==> src/rtl/ml_stage3_pkg.sv <==
// ml_stage3_pkg
//   Shared constants and types for the stage-3 result serializer.
//   - NUM_FIELDS / VEC_W / BEAT_W : vector geometry
//   - FIELD_LSB / FIELD_W         : bit position and width of each packed field
//   - state_t                     : serializer FSM states
//   - field_mask()                : low-bit mask used to zero-extend narrow fields
package ml_stage3_pkg;

    localparam int NUM_FIELDS = 11;
    localparam int VEC_W      = 86;
    localparam int BEAT_W     = 8;
    localparam int IDX_W      = 4;

    localparam logic [IDX_W-1:0] LAST_IDX = IDX_W'(NUM_FIELDS - 1);

    localparam int FIELD_LSB [NUM_FIELDS] = '{0, 8, 14, 22, 30, 38, 46, 54, 62, 70, 78};
    localparam int FIELD_W   [NUM_FIELDS] = '{8, 6, 8, 8, 8, 8, 8, 8, 8, 8, 8};

    typedef enum logic {
        IDLE = 1'b0,
        SEND = 1'b1
    } state_t;

    // Mask of the w low bits of a beat; w == BEAT_W yields all ones.
    function automatic logic [BEAT_W-1:0] field_mask(input int w);
        return ~({BEAT_W{1'b1}} << w);
    endfunction

endpackage

==> src/rtl/ml_stage3_field_mux.sv <==
// ml_stage3_field_mux
//   Combinational selector returning packed field[idx] of the result vector,
//   zero-extended to one beat.
//   Ports:
//     vec   in  VEC_W  captured result vector
//     idx   in  IDX_W  field index 0..NUM_FIELDS-1
//     field out BEAT_W selected field, zero-extended (0 for out-of-range idx)
module ml_stage3_field_mux
    import ml_stage3_pkg::*;
(
    input  logic [VEC_W-1:0]  vec,
    input  logic [IDX_W-1:0]  idx,
    output logic [BEAT_W-1:0] field
);

    always_comb begin
        field = '0;
        for (int k = 0; k < NUM_FIELDS; k++) begin
            if (idx == IDX_W'(k)) begin
                field = BEAT_W'(vec >> FIELD_LSB[k]) & field_mask(FIELD_W[k]);
            end
        end
    end

endmodule

==> src/rtl/ml_stage3_out_serializer.sv <==
// ml_stage3_out_serializer
//   Captures one 86-bit stage-3 result vector over a valid/ready slave port
//   into a single-entry buffer, then streams its 11 packed fields as byte
//   beats over an AXI-Stream-style master port.
//   Ports:
//     aclk      in   clock, rising edge
//     aresetn   in   asynchronous active-low reset
//     s_data    in   VEC_W  result vector
//     s_valid   in   s_data valid
//     s_ready   out  vector accepted this cycle (combinational from m_tready in SEND)
//     m_tdata   out  BEAT_W current field, zero-extended
//     m_tuser   out  4     field index of current beat
//     m_tlast   out  high on the final field beat
//     m_tvalid  out  beat valid
//     m_tready  in   downstream accepts beat
module ml_stage3_out_serializer
    import ml_stage3_pkg::*;
(
    input  logic              aclk,
    input  logic              aresetn,
    input  logic [VEC_W-1:0]  s_data,
    input  logic              s_valid,
    output logic              s_ready,
    output logic [BEAT_W-1:0] m_tdata,
    output logic [3:0]        m_tuser,
    output logic              m_tlast,
    output logic              m_tvalid,
    input  logic              m_tready
);

    state_t             state_q, state_d;
    logic [IDX_W-1:0]   idx_q, idx_d;
    logic [VEC_W-1:0]   buf_q;
    logic               load;
    logic [BEAT_W-1:0]  field;

    ml_stage3_field_mux u_field_mux (
        .vec   (buf_q),
        .idx   (idx_q),
        .field (field)
    );

    always_comb begin
        state_d = state_q;
        idx_d   = idx_q;
        load    = 1'b0;
        s_ready = 1'b0;
        case (state_q)
            IDLE: begin
                s_ready = 1'b1;
                if (s_valid) begin
                    load    = 1'b1;
                    idx_d   = '0;
                    state_d = SEND;
                end
            end
            SEND: begin
                if (idx_q > LAST_IDX) begin
                    // Unreachable index: abandon the vector rather than emit garbage.
                    idx_d   = '0;
                    state_d = IDLE;
                end else begin
                    // Accepting the next vector on the final beat keeps the stream gap-free.
                    s_ready = (idx_q == LAST_IDX) && m_tready;
                    if (m_tready) begin
                        if (idx_q != LAST_IDX) begin
                            idx_d = idx_q + 1'b1;
                        end else if (s_valid) begin
                            load  = 1'b1;
                            idx_d = '0;
                        end else begin
                            idx_d   = '0;
                            state_d = IDLE;
                        end
                    end
                end
            end
            default: begin
                idx_d   = '0;
                state_d = IDLE;
            end
        endcase
    end

    always_ff @(posedge aclk or negedge aresetn) begin
        if (!aresetn) begin
            state_q <= IDLE;
            idx_q   <= '0;
            buf_q   <= '0;
        end else begin
            state_q <= state_d;
            idx_q   <= idx_d;
            if (load) begin
                buf_q <= s_data;
            end
        end
    end

    // Beat outputs are qualified by the registered state so IDLE presents zeros.
    assign m_tvalid = (state_q == SEND);
    assign m_tdata  = m_tvalid ? field : '0;
    assign m_tuser  = m_tvalid ? idx_q : '0;
    assign m_tlast  = m_tvalid && (idx_q == LAST_IDX);

endmodule

==> config.mk <==
export PLATFORM = sky130hd
export DESIGN_NAME = ml_stage3_out_serializer
export DESIGN_NICKNAME = d
export VERILOG_FILES = /design/src/rtl/ml_stage3_pkg.sv /design/src/rtl/ml_stage3_field_mux.sv /design/src/rtl/ml_stage3_out_serializer.sv
export SDC_FILE = /design/constraint.sdc
export NUM_CORES = 1
export LEC_CHECK = 0
export ABC_AREA = 0
export CAP_MARGIN = 20
export CORE_MARGIN = 3
export CORE_UTILIZATION = 35
export DETAILED_ROUTE_END_ITERATION = 6
export PLACE_DENSITY = 0.6
export SETUP_SLACK_MARGIN = 0.15
export SYNTH_ARGS = -nofsm -noshare
export SYNTH_HDL_FRONTEND = slang
export SYNTH_SLANG_ARGS = --single-unit
==> constraint.sdc <==
create_clock -name aclk -period 3.99 [get_ports aclk]
set_input_delay 0.798 -clock aclk [delete_from_list [all_inputs] [get_ports aclk]]
set_output_delay 0.798 -clock aclk [all_outputs]
set_load 0.05 [all_outputs]
==> flow_summary.ini <==
[sta]
max_freq_mhz = 293
finalCriticalPeriod_ps = 3410
rsz0062_at_grt = false
hold_ws_ps = 484
setup_viol = 0
worstMarginPinSlew_ps = 900
hold_viol = 0
slew_violations = 0
skew_ps = 6.47
setup_ws_ps = 576
relSlewSlack_pct = 40.0
period_share_pct = 85.6
fin_setup_tns_ps = 0

[die]
num_rows = 40
io_pins = 105
die_w_um = 120
fp.coreArea_mm2 = 0.0123
initial_core_util_pct = 36.8
fp.dieH_um = 120
die-area_mm2 = 0.0144

[detailed_routing]
first_pass_iters = 4
top_layer_used = met4
vias_per_cell = 5.01
route.layer.met1.wl_mm = 5.14
wirelength_mm = 11.3
vias = 3218
wl_met3_um = 634
wire_per_inst_um = 17.5
postRouteAntennaNets = 0
first_iter_violations = 250
wl_met2_mm = 5.35
route.detailed.drc = 0

[placement]
dpl.hpwl_mm = 8.04
dpl_cell_area_mm2 = 0.00570
io_buffers = 104
place_congestion = 0.771
place_ws_ps = 605
dp.cells = 626

[power_and_ir_drop]
p_leak_nw = 2.47
power_mw = 5.28
ir_drop_v = 0.000346
power_density_mw_per_mm2 = 879

[logic_synthesis]
synth-adder-area-share_pct = 0
synth-edff-count = 0
yosysMostFrequentCell = dfrtp_1
netlist_instances = 375
async_flop_share_pct = 100
synth_compound_area_share_pct = 10.3
postSynthAreaPerCell_um2 = 12.1
synth-simple-area-share_pct = 8.17
ys_warn_count = 0
synth_top_family_by_area = multiplexers
synth_nets = 465
synth_top_area_share_pct = 50.2
ys_ff_latch = 91
synth_mux_area_share_pct = 26.8
synth_top_cell_by_area = dfrtp_1
synth_commonest_cells = dfrtp_1, mux2_2, mux2_1, a21oi_1, mux2i_1
synthXorXnorAreaFrac_pct = 0.193
ys.flop_type = dfrtp_1
synth-seq-area-share_pct = 50.2
synth_cell_type_count = 45
synth_area_leaders = dfrtp_1, mux2_2, mux2_1, mux2i_1, a21oi_1
syn_area_mm2 = 0.00454

[setup_path]
cp_slowest_cell = clkdlybuf4s50_1
critPathKind = flop to output port
reg2reg_to = buf_q[65]
reg2reg_from = idx_q[1]
rrSetupSlack_ps = 1320
cp.required_ps = 3190
endpoint = s_ready
crit_cells = 4
cp.arrival_ps = 2620
end_kind = output port
startpoint_type = flop
crit_fanout = 18
path_buf_inv = 2
critPathMaxStageDelay_ps = 800
rr_worst_depth = 5
cp_top_family = buffers and inverters
path_cells = nand2b_1 -> o31a_1 -> inv_1 -> clkdlybuf4s50_1
startpoint = idx_q[1]

[clock_tree]
clock_sinks = 91
ctsLongestPathBuffers = 2
path_clk_slew_ps = 60
cts_resized = 0
cts_made_buffers = 9
hold_buffers = 0
cts_setup_buffers = 0
cts_tree = yes
htreeDepth = 3
clock_latency_ps = 350
cts_root_buffer = clkbuf_16

[global_route]
grt_util_all_layers_pct = 16.6
grt_pass1_vias = 3368
grt_max_degree = 71
grt_pass1_wl_mm = 18.2
overflow = 0
antenna_found_initial = 0

[final_layout]
utilization_pct = 48.8
n_antenna_cell = 0
fillers = 1176
nNetsFinal = 559
fin_area_mm2 = 0.00601
drive_gt1_share_pct = 17.9
final_cells = 642
area_delta_synth_final_pct = 32.4

[status]
status = finished, final reports clean

[job]
maxCapViolCount = 0

[hold_path]
hp-class = flop to flop
## cell usage in the layout (no fill, tap or decap), types with 2 or more instances in the layout
cell / instances
clkdlybuf4s50_1: 95
dfrtp_1: 90
mux2_2: 52
mux2_1: 40
a21oi_1: 18
mux2i_1: 18
buf_4: 15
nor2_1: 13
o21ai_0: 11
nand3b_1: 11
nand2b_1: 11
inv_1: 10
nand2_1: 10
clkbuf_16: 9
and2_1: 7
o22ai_1: 6
o211ai_1: 6
o22a_1: 4
a221oi_1: 4
nor2b_1: 3
nor3_1: 3
clkbuf_1: 3
clkbuf_8: 3
o221ai_1: 2
o32ai_1: 2
a211oi_1: 2
nand3_1: 2
o31a_1: 2
buf_12: 2
## cell families after synthesis
family          Yosys count
buf+inv                  39
simple gates             65
xor+xnor                  1
flops                    91
compound gates           69
mux                     110
## metal layers
| layer | GRT usage, % | vias up |
|---|---|---|
| met5 | 0 | - |
| met4 | 4.94 | 0 |
| met3 | 5.23 | 10 |
| met2 | 25.7 | 85 |
| met1 | 22.2 | 1569 |
| li1 | - | 1554 |
## sequential cells by signal, indices dropped and copies added, names as in the netlist
name and count:
buf_q 86, idx_q 4, m_tvalid 1
## worst min path at each step
stage / start / end / cells past startpoint
after floorplan: buf_q[6] / buf_q[6] / 1
after global placement: buf_q[6] / buf_q[6] / 1
after detailed placement: buf_q[13] / buf_q[13] / 1
after CTS: buf_q[13] / buf_q[13] / 1
after global routing: buf_q[13] / buf_q[13] / 1
final: buf_q[15] / buf_q[15] / 1
## cell type report
type                            count  area [µm²]  area share, %
Tap cell                          168         210           3.50
Timing Repair Buffer              112        1100           18.4
Clock buffer                       15         278           4.62
Sequential cell                    91        2280           37.9
Inverter                           10        37.5          0.625
Clock inverter                      1        30.0          0.500
Multi-Input combinational cell    245        2070           34.4
## power breakdown
part	switching, mW	leakage (nW)	internal [mW]
Combinational	1.48	1.22	1.19
Clock	0.343	0.150	0.538
Sequential	0.339	1.10	1.39
(Power assumes the default switching activity.)
